===== config.mk =====
export PLATFORM = sky130hd
export DESIGN_NAME = fetch_stage_ctrl
export DESIGN_NICKNAME = d
export VERILOG_FILES = /design/src/rtl/fetch_stage_ctrl_pkg.sv /design/src/rtl/fetch_skid_buf.sv /design/src/rtl/fetch_stage_ctrl.sv
export SDC_FILE = /design/constraint.sdc
export NUM_CORES = 1
export LEC_CHECK = 0
export ABC_AREA = 0
export ABC_CLOCK_PERIOD_IN_PS = 2970
export CAP_MARGIN = 20
export CELL_PAD_IN_SITES_DETAIL_PLACEMENT = 1
export CELL_PAD_IN_SITES_GLOBAL_PLACEMENT = 2
export CORE_ASPECT_RATIO = 0.7
export CORE_MARGIN = 8
export CORE_UTILIZATION = 32
export DETAILED_ROUTE_END_ITERATION = 7
export PLACE_DENSITY = 0.9
export SYNTH_ARGS = -nofsm -noshare
export SYNTH_HDL_FRONTEND = slang
export SYNTH_SLANG_ARGS = --single-unit
export TNS_END_PERCENT = 5

===== constraint.sdc =====
create_clock -name clk -period 2.97 [get_ports clk]
set_input_delay 0.297 -clock clk [delete_from_list [all_inputs] [get_ports clk]]
set_output_delay 0.297 -clock clk [all_outputs]
set_load 0.005 [all_outputs]

===== src/rtl/fetch_stage_ctrl_pkg.sv =====
// Shared fetch-stage types: default widths and constants, FSM encoding, IF/ID and skid record layouts.
package fetch_stage_ctrl_pkg;

  localparam int DEF_XLEN = 32;
  localparam logic [DEF_XLEN-1:0] DEF_RESET_PC = 32'h0000_0000;
  localparam logic [31:0] DEF_NOP_INSTR = 32'h0000_0013;

  typedef enum logic [1:0] {
    S_REQ  = 2'd0,
    S_WAIT = 2'd1,
    S_HOLD = 2'd2
  } fetch_state_t;

  typedef struct packed {
    logic                valid;
    logic [DEF_XLEN-1:0] pc;
    logic [31:0]         instr;
  } ifid_t;

  typedef struct packed {
    logic [DEF_XLEN-1:0] pc;
    logic [31:0]         instr;
  } fetch_entry_t;

endpackage


===== src/rtl/fetch_skid_buf.sv =====
// One-entry holding register for a fetch response that arrives while decode is stalled.
module fetch_skid_buf
  import fetch_stage_ctrl_pkg::*;
(
  input  logic         clk,
  input  logic         rst,
  input  logic         load,
  input  logic         clear,
  input  fetch_entry_t entry,
  output fetch_entry_t held,
  output logic         valid
);

  // Clear wins over load so a flush in the same cycle leaves the buffer empty.
  always_ff @(posedge clk) begin
    if (rst) begin
      valid <= 1'b0;
      held  <= '0;
    end else if (clear) begin
      valid <= 1'b0;
    end else if (load) begin
      valid <= 1'b1;
      held  <= entry;
    end
  end

endmodule


===== src/rtl/fetch_stage_ctrl.sv =====
// Fetch controller: PC, single-outstanding imem requests, IF/ID register with stall/flush handling.
module fetch_stage_ctrl
  import fetch_stage_ctrl_pkg::*;
#(
  parameter int              XLEN      = DEF_XLEN,
  parameter logic [XLEN-1:0] RESET_PC  = DEF_RESET_PC,
  parameter logic [31:0]     NOP_INSTR = DEF_NOP_INSTR,
  parameter int              CNT_W     = 16
) (
  input  logic             clk,
  input  logic             rst,
  input  logic             stall_req,
  input  logic             flush_req,
  input  logic [XLEN-1:0]  redirect_pc,
  output logic             imem_req,
  output logic [XLEN-1:0]  imem_addr,
  input  logic             imem_gnt,
  input  logic             imem_rvalid,
  input  logic [31:0]      imem_rdata,
  output logic             ifid_valid,
  output logic [XLEN-1:0]  ifid_pc,
  output logic [31:0]      ifid_instr,
  output logic             idex_bubble,
  output logic [CNT_W-1:0] stall_count
);

  fetch_state_t     state_q, state_d;
  logic [XLEN-1:0]  pc_q, pc_d;
  logic [XLEN-1:0]  inflight_q, inflight_d;
  logic             drop_q, drop_d;
  ifid_t            ifid_q, ifid_d;
  logic [CNT_W-1:0] cnt_q;

  logic             skid_load, skid_clear, skid_valid;
  fetch_entry_t     skid_entry, skid_held;

  assign skid_entry = '{pc: inflight_q, instr: imem_rdata};

  fetch_skid_buf u_skid (
    .clk   (clk),
    .rst   (rst),
    .load  (skid_load),
    .clear (skid_clear),
    .entry (skid_entry),
    .held  (skid_held),
    .valid (skid_valid)
  );

  always_ff @(posedge clk) begin
    if (rst) begin
      state_q    <= S_REQ;
      pc_q       <= RESET_PC;
      inflight_q <= '0;
      drop_q     <= 1'b0;
      ifid_q     <= '{valid: 1'b0, pc: '0, instr: NOP_INSTR};
      cnt_q      <= '0;
    end else begin
      state_q    <= state_d;
      pc_q       <= pc_d;
      inflight_q <= inflight_d;
      drop_q     <= drop_d;
      ifid_q     <= ifid_d;
      if (stall_req && !flush_req && (cnt_q != {CNT_W{1'b1}}))
        cnt_q <= cnt_q + CNT_W'(1);
    end
  end

  always_comb begin
    state_d    = state_q;
    pc_d       = pc_q;
    inflight_d = inflight_q;
    drop_d     = drop_q;
    skid_load  = 1'b0;
    skid_clear = 1'b0;
    ifid_d     = stall_req ? ifid_q : '{valid: 1'b0, pc: ifid_q.pc, instr: NOP_INSTR};

    unique case (state_q)
      S_REQ: begin
        if (imem_gnt) begin
          inflight_d = pc_q;
          pc_d       = pc_q + XLEN'(4);
          state_d    = S_WAIT;
        end
      end
      S_WAIT: begin
        if (imem_rvalid) begin
          if (drop_q) begin
            drop_d  = 1'b0;
            state_d = S_REQ;
          end else if (!stall_req) begin
            ifid_d  = '{valid: 1'b1, pc: inflight_q, instr: imem_rdata};
            state_d = S_REQ;
          end else begin
            skid_load = 1'b1;
            state_d   = S_HOLD;
          end
        end
      end
      S_HOLD: begin
        if (!stall_req) begin
          if (skid_valid)
            ifid_d = '{valid: 1'b1, pc: skid_held.pc, instr: skid_held.instr};
          skid_clear = 1'b1;
          state_d    = S_REQ;
        end
      end
      default: state_d = S_REQ;
    endcase

    // A redirect overrides everything; a request already granted becomes wrong-path and is dropped.
    if (flush_req) begin
      pc_d       = redirect_pc;
      ifid_d     = '{valid: 1'b0, pc: ifid_q.pc, instr: NOP_INSTR};
      skid_load  = 1'b0;
      skid_clear = 1'b1;
      drop_d     = 1'b0;
      state_d    = S_REQ;
      if (state_q == S_WAIT && !imem_rvalid) begin
        drop_d  = 1'b1;
        state_d = S_WAIT;
      end else if (state_q == S_REQ && imem_gnt) begin
        drop_d  = 1'b1;
        state_d = S_WAIT;
      end
    end
  end

  always_comb begin
    imem_req    = (state_q == S_REQ) && !rst;
    idex_bubble = (stall_req & ~flush_req) | flush_req;
  end

  assign imem_addr   = pc_q;
  assign ifid_valid  = ifid_q.valid;
  assign ifid_pc     = ifid_q.pc;
  assign ifid_instr  = ifid_q.instr;
  assign stall_count = cnt_q;

endmodule


==> impl_metrics.tcl <==
set metrics [dict create \
    outcome "finished clean" \
    hold_path_depth 2 \
    final.fill_count 3497 \
    power_internal_w 0.00479 \
    hold_end "imem_addr[0]$_SDFFE_PP0P_" \
    layout_skew_ns 0.00800 \
    post_cts_hold_buffer_count 0 \
    holdCritPathClass "in -> reg" \
    dp.cells 1702 \
    route.final.wire_length_microns 34800 \
    worst_ir_drop_vdd_v 0.000282 \
    layout_common_cells "284 x sky130_fd_sc_hd__nand2_1, 213 x sky130_fd_sc_hd__dfxtp_1, 183 x sky130_fd_sc_hd__clkdlybuf4s50_1, 182 x sky130_fd_sc_hd__a21oi_1, 50 x sky130_fd_sc_hd__nor2_1" \
    fraction_of_the_cycle_the_final_worst_path_needs 0.778 \
    effective_utilization_at_floorplan 0.321 \
    wire_length_of_the_first_global_routing_pass_microns 55100 \
    timing.rr.start "state_q[1]$_SDFFE_PP0P_" \
    htreeDepth 1 \
    number_of_clock_buffers_inserted_by_tritoncts 23 \
    holdCritStartpoint "rst" \
    post_cts.resized_instances 0 \
    post_layout_nonfiller_instances 1742 \
    arrival_ns 2.01 \
    worstReg2RegEnd "ifid_pc[3]$_SDFFE_PP0P_" \
    timing.final.hold_violations 0 \
    synth_enable_flop_cells 0 \
    total_negative_setup_slacks_ns 0 \
    ff2ff_path_depth 7 \
    drv_slew 0 \
    yosys_register_bits 213 \
    critPathLaunchType "register" \
    floorplan.die.width_microns 222 \
    max_slew_margin 0.471 \
    globalplace.congestion 0.777 \
    worstMarginPinSlew_ns 0.794 \
    clk_pin_slew_ns 0.06 \
    switching_power_w 0.00167 \
    track_usage 0.187 \
    max-clock-path-buffers 3 \
    dp.final_hpwl_microns 23300 \
    syn-cell-area_sq_um 9520 \
    average_cell_area_after_synthesis_sq_um 7.94 \
    globalRoute.totalOverflow 0 \
    port_buffers 184 \
    timing.critical_path.slowest_cell_delay_ns 0.54 \
    cellPowerDensity_nw_per_um2 516 \
    worst_path_max_delay_cell "sky130_fd_sc_hd__clkdlybuf4s50_1" \
    area_growth_syn_to_layout_pct 31.5 \
    postCtsSetupRepairBufs 0 \
    setup_viol 0 \
    drive_above_1_share 0.0693 \
    num_vias 9448 \
    cts_tree "built" \
    insertion_delay_ns 0.52 \
    power.share.switching 0.258 \
    cp_max_fo 6 \
    setup.worst_path.end_class "primary output" \
    dieHeight_microns 160 \
    share_of_the_yosys_chip_area_belonging_to_registers 0.448 \
    min_period_ns 2.31 \
    synth_top_flop_cell "sky130_fd_sc_hd__dfxtp_1" \
    p_leak_nw 4.09 \
    synth.lib_cells_used.distinct 55 \
    crit_required_ns 2.67 \
    drtIter0Drc 706 \
    regToRegSetupSlack_ns 0.66 \
    wire_per_inst_microns 20.0 \
    core_sq_um 29600 \
    grt_start_max_net_pins 100 \
    most_common_cell_after_layout_fill_and_taps_aside "sky130_fd_sc_hd__nand2_1" \
    placementRows 53 \
    clock_power_share 0.432 \
    initial_antenna_violation_count 0 \
    syn-instance-count 1199 \
    max_cap_violations 0 \
    maxClockFrequency_ghz 0.433 \
    vias_per_cell 5.42 \
    number_of_global_route_vias_before_repair 9866 \
    floorplan.die_area_sq_um 35600 \
    crit_chain "inv_1, ha_2, nor2b_1, clkdlybuf4s50_1" \
    detail_route.first_pass.iterations 8 \
    number_of_antenna_repair_diodes 0 \
    sequentialPowerShare 0.467 \
    pin_count 185 \
    root_buffer "sky130_fd_sc_hd__clkbuf_16" \
    power_frac_comb 0.101 \
    yosysWarningCount 0 \
    critPathLaunch "state_q[0]$_SDFFE_PP0P_" \
    synth_nets 1274 \
    critPathKind "reg -> out" \
    finish.net_count 1417 \
    drc 0 \
    detail-route-antenna-nets 0 \
    grt_setup_unrepaired "no" \
    cts_sinks 213 \
    async_reset_ff_frac 0 \
]
[metal layers]
layer / GRT usage / vias to the layer above / wire (microns) / part of all wire
met2: 0.316 / 194 / 16300 / 0.47
met5: 0 / - / 0 / 0
met4: 0.0451 / 0 / 762 / 0.022
met1: 0.242 / 4675 / 16100 / 0.46
li1: - / 4530 / - / -
met3: 0.0390 / 49 / 1590 / 0.046
[power groups by stage]
stage                     combinational (W)  clock [W]  sequential [W]
final                              0.000654    0.00279         0.00301
after global placement             0.000650          0         0.00307
after detailed placement           0.000657          0         0.00308
after CTS                          0.000661    0.00288         0.00301
after floorplan                    0.000322          0         0.00304
after global routing               0.000712    0.00298         0.00302
[cell families (layout without fill, tap and decap cells)]
family                   after synthesis  in the layout  share of synthesized area
AO/OA/AOI/OAI                        311            311                      0.212
XOR/XNOR                              11             11                     0.0101
adder cells (fa/ha/maj)                5              5                    0.00657
buffers and inverters                107            265                     0.0426
flip-flops                           213            213                      0.448
multiplexers                          15             15                     0.0170
AND/OR/NAND/NOR                      537            537                      0.264
[worst max path at each step]
stage                     depth (start not counted)  slack (ns)                            to
after global routing                              7        0.52      ifid_pc[28]$_SDFFE_PP0P_
final                                             4        0.66                      imem_req
after CTS                                         4        0.64                      imem_req
after detailed placement                          6        0.49  stall_count[15]$_SDFFE_PP0P_
after global placement                            6        0.57  stall_count[15]$_SDFFE_PP0P_
after floorplan                                   8        1.02      ifid_pc[21]$_SDFFE_PP0P_
[layout make-up]
type / count / area, sq um / share of cell area
inverters: 11 / 41.3 / 0.00330
flip-flops and latches: 213 / 4260 / 0.341
well taps: 385 / 482 / 0.0385
clock buffers: 32 / 639 / 0.0511
repair buffers: 214 / 2130 / 0.170
clock inverters: 8 / 65.1 / 0.00520
multi-input cells: 879 / 4890 / 0.391
[worst max-delay path: cells and delay by family, from the launching register on]
| family | cells | cell delay (ns) |
|---|---|---|
| buffers and inverters | 2 | 0.64 |
| adder cells (fa/ha/maj) | 1 | 0.33 |
| flip-flops | 1 | 0.34 |
| AND/OR/NAND/NOR | 1 | 0.18 |
[synth_stat cells (6+ instances only)]
library cell	n	area share
sky130_fd_sc_hd__a21oi_1	182	0.096
sky130_fd_sc_hd__mux2_2	9	0.011
sky130_fd_sc_hd__xnor2_1	6	0.0055
sky130_fd_sc_hd__o21ai_0	12	0.0063
sky130_fd_sc_hd__nand2b_1	33	0.022
sky130_fd_sc_hd__or4_1	6	0.0047
sky130_fd_sc_hd__and2_1	9	0.0059
sky130_fd_sc_hd__a211oi_1	14	0.011
sky130_fd_sc_hd__mux2i_1	6	0.0063
sky130_fd_sc_hd__and3_1	21	0.014
sky130_fd_sc_hd__inv_1	11	0.0043
sky130_fd_sc_hd__a311oi_1	6	0.0055
sky130_fd_sc_hd__nor3_1	13	0.0068
sky130_fd_sc_hd__nand4_1	19	0.012
sky130_fd_sc_hd__nand3_1	44	0.023
sky130_fd_sc_hd__o221ai_1	8	0.0074
sky130_fd_sc_hd__nor4_1	10	0.0066
sky130_fd_sc_hd__clkbuf_1	81	0.032
sky130_fd_sc_hd__dfxtp_1	213	0.45
sky130_fd_sc_hd__nor2b_1	20	0.013
sky130_fd_sc_hd__and4_1	6	0.0055
sky130_fd_sc_hd__a222oi_1	25	0.026
sky130_fd_sc_hd__nand2_1	285	0.11
sky130_fd_sc_hd__or3_1	6	0.0039
sky130_fd_sc_hd__buf_1	12	0.0047
sky130_fd_sc_hd__nor2_1	50	0.020
sky130_fd_sc_hd__a22o_1	32	0.029
[per-stage QoR]
stage | hold WS (ns) | instance area [sq um] | utilization | power (W) | setup WS [ns]
after floorplan | 0.433 | 9520 | - | 0.00337 | 1.02
after global placement | 0.442 | 11800 | 0.399 | 0.00372 | 0.568
after detailed placement | 0.447 | 11800 | 0.399 | 0.00373 | 0.493
after CTS | 0.297 | 12500 | 0.422 | 0.00655 | 0.635
after global routing | 0.324 | 12500 | 0.422 | 0.00671 | 0.517
final | 0.314 | 12500 | 0.422 | 0.00645 | 0.661
[sequential cells by signal, summed over array words and instances (netlist names)]
register      cells
ifid_instr       32
ifid_pc          32
ifid_valid        1
inflight_q       32
u_skid.valid      1
state_q           2
u_skid.held      64
stall_count      16
drop_q            1
imem_addr        32
Power figures use the tool's default switching activity.
==> RTL edit 1, RTL diff (same flow settings) <==
Register the output `stall_count` once more, without a reset; this adds one clock of latency there. The other outputs are not delayed to match.
--- a/src/rtl/fetch_stage_ctrl.sv
+++ b/src/rtl/fetch_stage_ctrl.sv
@@ -134,7 +134,9 @@
   assign ifid_valid  = ifid_q.valid;
   assign ifid_pc     = ifid_q.pc;
   assign ifid_instr  = ifid_q.instr;
-  assign stall_count = cnt_q;
+  always_ff @(posedge clk) begin
+    stall_count <= cnt_q;
+  end
 
 endmodule
 
Behaviour: not the same (Yosys sat finds a counterexample within 4 cycles, from zero or initial values and one cycle with rst high).
==> RTL edit 1 against the original RTL <==
  * Final cell count grew 3.4%
  * Area after synthesis grew 4.8%
  * Design area grew 3.8%
  * Clock power grew 8.2%
  * Sequential cell count grew 16
  * Sequential share of layout area grew 1.2 points
  * Setup slack lost 0.068 ns
  * Wire length grew 1.4%
  * Sequential power grew 8.0%
  * Via count grew 1.5%
  * Total power grew 8.4%
  * Critical path type is now flop to flop
  * Largest cell class unchanged
  * Highest routed layer unchanged
==> RTL edit 1: results (changes against the original RTL) <==
- By count the netlist is led by nand2_1, dfxtp_1, a21oi_1, clkbuf_1, a22o_1.
- The slowest stage of the critical path is the ha_1 cell.
- The largest fanout of any net on the critical path is 32 (+26).
- The number of clock buffers inserted by TritonCTS is 25 (+8.7%).
- The sequential cell area fraction in the yosys report came to 45.93% (+1.1 points).
- The pin count of the biggest net entering global routing is 101 (+1.0%).
- The total track usage is 18.47% (-0.23 points).
- The weighted congestion reported at the end of routability-driven placement is 0.7804 (+0.45%).
- The total length of routed wires is 35280 microns (+1.4%).
- The count of different cell masters after synthesis was 65 (+18%).
- The remaining max-slew budget at the tightest pin is 28.43% (-19 points).
- The fill cell instance count of the final layout came to 3686 (+5.4%).
- The clock network latency to the later pin of the worst-skew pair is 0.54 ns (+0.02 ns).
- The flow ran to the end, and the final reports show no timing, DRC or antenna violations.
- The setup slack of the most critical reg-to-reg path came to 0.59 ns (-0.07 ns).
- The leakage component of the power is 4.291 nW (+4.9%).
- The detailed placement HPWL was 24070 microns (+3.2%).
- The wire length on met2 is 15160 microns (-7.2%).
- The met3 wirelength from detailed routing is 1673 microns (+5.4%).
- The detail-routed via count per cell is 5.324 (-1.8%).
- Ranked by total cell area, the synthesized netlist is headed by dfxtp_1, nand2_1, a21oi_1, a22o_1, clkbuf_1.
- The critical path arrival is 2.81 ns (+0.80 ns).
- The number of nets in the final layout came to 1439 (+1.6%).
- The number of vias in the routed layout was 9593 (+1.5%).
- The initial DRC count came to 636 (-9.9%).
## RTL edit 1: cell families (layout without fill, tap and decap cells)
group	after synthesis	count (layout)	share of synthesized area (%)
AO/OA/AOI/OAI	360	360	23.39
XOR/XNOR	11	11	0.9653
adder cells (fa/ha/maj)	5	5	0.6268
buffers and inverters	113	270	4.626
flip-flops	229	229	45.93
multiplexers	11	11	1.178
other	0	1	0
AND/OR/NAND/NOR	495	495	23.28
## RTL edit 1: worst max-delay path by stage
stage	startpoint	slack (ns)	end
after floorplan	state_q[0]	1.03	ifid_pc[0]
after global placement	flush_req	0.43	ifid_pc[20]
after detailed placement	flush_req	0.35	ifid_pc[10]
after CTS	state_q[1]	0.60	ifid_pc[3]
after global routing	state_q[0]	0.37	ifid_pc[3]
final	state_q[1]	0.59	ifid_pc[3]
## RTL edit 1: stage by stage
| stage | setup WS [ns] | total power (W) | util [%] | cell area (sq um) |
|---|---|---|---|---|
| 6_report | 0.5931 | 0.006994 | 42.01 | 13000 |
| 5_1_grt | 0.3738 | 0.007274 | 42.00 | 13000 |
| 3_3_place_gp | 0.4272 | 0.004022 | 39.41 | 12190 |
| 3_5_place_dp | 0.3469 | 0.004036 | 39.41 | 12190 |
| 2_1_floorplan | 1.029 | 0.003666 | - | 9981 |
| 4_1_cts | 0.5993 | 0.007068 | 41.91 | 12970 |
## RTL edit 1: worst max-delay path: cells and delay by family, from the launching register on
kind	cells	cell delay, ns
compound gates	2	0.50
fa+ha+maj	1	0.50
buf+inv	3	0.67
flops	1	0.33
simple gates	2	0.27
## RTL edit 1: report_power, final
group / internal (W) / leakage, nW / switching, W / total [W]
clock: 0.00174 / 0.385 / 0.00128 / 0.00302
combinational: 0.000317 / 2.05 / 0.000411 / 0.000728
sequential: 0.00315 / 1.86 / 0.000102 / 0.00325
total: 0.00520 / 4.29 / 0.00179 / 0.00699
## RTL edit 1: layout make-up
type,count,area (sq um),share of cell area [%]
well taps,420,525.5,4.043
clock inverters,7,63.81,0.4909
multi-input cells,882,4971,38.24
clock buffers,37,710.7,5.467
diodes,1,2.502,0.01925
flip-flops and latches,229,4584,35.27
inverters,12,45.04,0.3465
repair buffers,214,2096,16.12
## RTL edit 1: layer usage
metal,global-route usage (%),up-vias
met3,3.747,45
met2,27.62,187
li1,-,4655
met1,27.01,4706
met5,0,-
met4,4.015,0
==> RTL edit 2, RTL diff (same flow settings) <==
Made on the original files. The parameter `CNT_W` goes from 16 to 12.
--- a/src/rtl/fetch_stage_ctrl.sv
+++ b/src/rtl/fetch_stage_ctrl.sv
@@ -5,7 +5,7 @@
   parameter int              XLEN      = DEF_XLEN,
   parameter logic [XLEN-1:0] RESET_PC  = DEF_RESET_PC,
   parameter logic [31:0]     NOP_INSTR = DEF_NOP_INSTR,
-  parameter int              CNT_W     = 16
+  parameter int              CNT_W     = 12
 ) (
   input  logic             clk,
   input  logic             rst,
Ports: changed (resized stall_count); port bits go from 185 to 181. The function was not compared with the original's and may differ.
==> RTL edit 2 against the original RTL <==
  * Sequential cell count fell by 4
  * Global-route usage fell by 0.31 points
  * Via count fell by 4.9%
  * Final cell count fell by 5.6%
  * Synthesized cell count fell by 7.2%
  * Highest routed layer unchanged
  * Sequential share of layout area rose by 0.69 points
  * Total power fell by 0.10%
  * Clock power rose by 2%
  * Wire length fell by 6.3%
  * Design area fell by 3.8%
  * Area after synthesis fell by 3.5%
  * Setup slack got worse by 0.13 ns
==> RTL edit 2: results (changes against the original RTL) <==
- The remaining max-slew budget at the tightest pin came to 32.81% (-14 points).
- The xor/xnor share of the synthesized area is 1.430% (+0.42 points).
- The flow ran to the end, and the final reports show no timing, DRC or antenna violations.
- The longest individual stage delay on the worst path is 0.86 ns (+0.32 ns).
- The final clock skew is 0.01061 ns (+0.002608 ns).
- The area share of fa/ha/maj cells after synthesis is 0.6808% (+0.024 points).
- The worst supply voltage drop on vdd is 342.3 uV (+21%).
- The number of global-route vias before repair is 9381 (-4.9%).
- The library cell contributing the largest single delay on the critical path is o21a_1.
- The pin count of the biggest net entering global routing is 81 (-19%).
- The count of cells along the worst register-to-register path is 6 (-1).
- The launching instance or port of the critical path is state_q[1].
- The leakage component of the power came to 3.962 nW (-3.1%).
- The wire length on met2 is 14780 microns (-9.5%).
- The count of different cell masters after synthesis was 64 (+16%).
- In the synthesized netlist, the cells that appear most often are nand2_1, dfxtp_1, a21oi_1, nor2_1, clkbuf_1.
- The total track usage is 18.39% (-0.31 points).
- The placed standard-cell area is 11290 sq um (-4.4%).
- The met3 wirelength from detailed routing is 1785 microns (+12%).
- The pre-CTS setup slack was 0.2096 ns (-0.2833 ns).
- The weighted congestion reported at the end of routability-driven placement was 0.7771 (about the same).
- The initial DRC count is 661 (-6.4%).
- The global-route wire length before repair is 52140 microns (-5.3%).
- The total length of routed wires is 32610 microns (-6.3%).
- The number of buffers added on ports is 180 (-2.2%).
- The detailed placement HPWL was 22090 microns (-5.3%).
- The worst-case setup margin in the final layout is 0.5341 ns (-0.1267 ns).
- The post-synthesis mux area share is 0.5447% (-1.2 points).
- The largest fanout of any net on the critical path is 24 (+18).
- The number of nets in the final layout is 1327 (-6.4%).
- The number of search-and-repair iterations in the first detailed-routing pass is 7 (-1).
[RTL edit 2: cell count changes after synthesis, sizes merged, moves of 9 or more]
cell     change
a21oi       -64
a22oi       +32
a2bb2oi     +24
inv         +11
mux2         -9
nand2       -50
nand2b      -27
nand3       -31
nor2        +40
nor2b       -11
[RTL edit 2: cell type report]
class	count	area [sq um]	area share (%)
clock inverter	3	40.04	0.3326
sequential	209	4184	34.76
timing repair buffer	209	2041	16.95
tap	378	473.0	3.929
inverter	22	82.58	0.6861
multi-input combinational	787	4512	37.48
clock buffer	36	704.4	5.852
[RTL edit 2: stage by stage]
| stage | std cells | hold WS [ns] |
|---|---|---|
| final | 1644 | 0.2401 |
| after global routing | 1644 | 0.2657 |
| after CTS | 1644 | 0.2485 |
| after detailed placement | 1605 | 0.4479 |
| after global placement | 1605 | 0.4404 |
| after floorplan | 1113 | 0.4330 |
[RTL edit 2: final timing paths]
check,to
min reg2reg,u_skid.held[63]
max,ifid_instr[16]
min,ifid_pc[31]
max reg2reg,ifid_instr[16]
[RTL edit 2: metal layers]
metal | vias to the layer above | GRT usage, %
met3 | 40 | 3.551
li1 | 4274 | -
met1 | 4482 | 25.14
met4 | 0 | 4.403
met5 | - | 0
met2 | 187 | 29.53
[RTL edit 2: logic make-up after synthesis]
group                    Yosys count
AO/OA/AOI/OAI                    313
XOR/XNOR                          15
adder cells (fa/ha/maj)            5
buffers and inverters            117
flip-flops                       209
multiplexers                       5
AND/OR/NAND/NOR                  449
[RTL edit 2: worst max-delay path: cells and delay by family, from the launching register on]
family | cells | cell delay, ns
compound gates | 3 | 1.29
fa+ha+maj | 1 | 0.57
flops | 1 | 0.32
simple gates | 1 | 0.09
buf+inv | 1 | 0.08
[RTL edit 2: power by group through the flow]
stage / clock, W / sequential [W] / combinational (W)
finish: 0.00285 / 0.00295 / 0.000643
global route: 0.00306 / 0.00296 / 0.000698
CTS: 0.00293 / 0.00295 / 0.000650
detailed placement: 0 / 0.00301 / 0.000647
global placement: 0 / 0.00301 / 0.000634
floorplan: 0 / 0.00299 / 0.000346
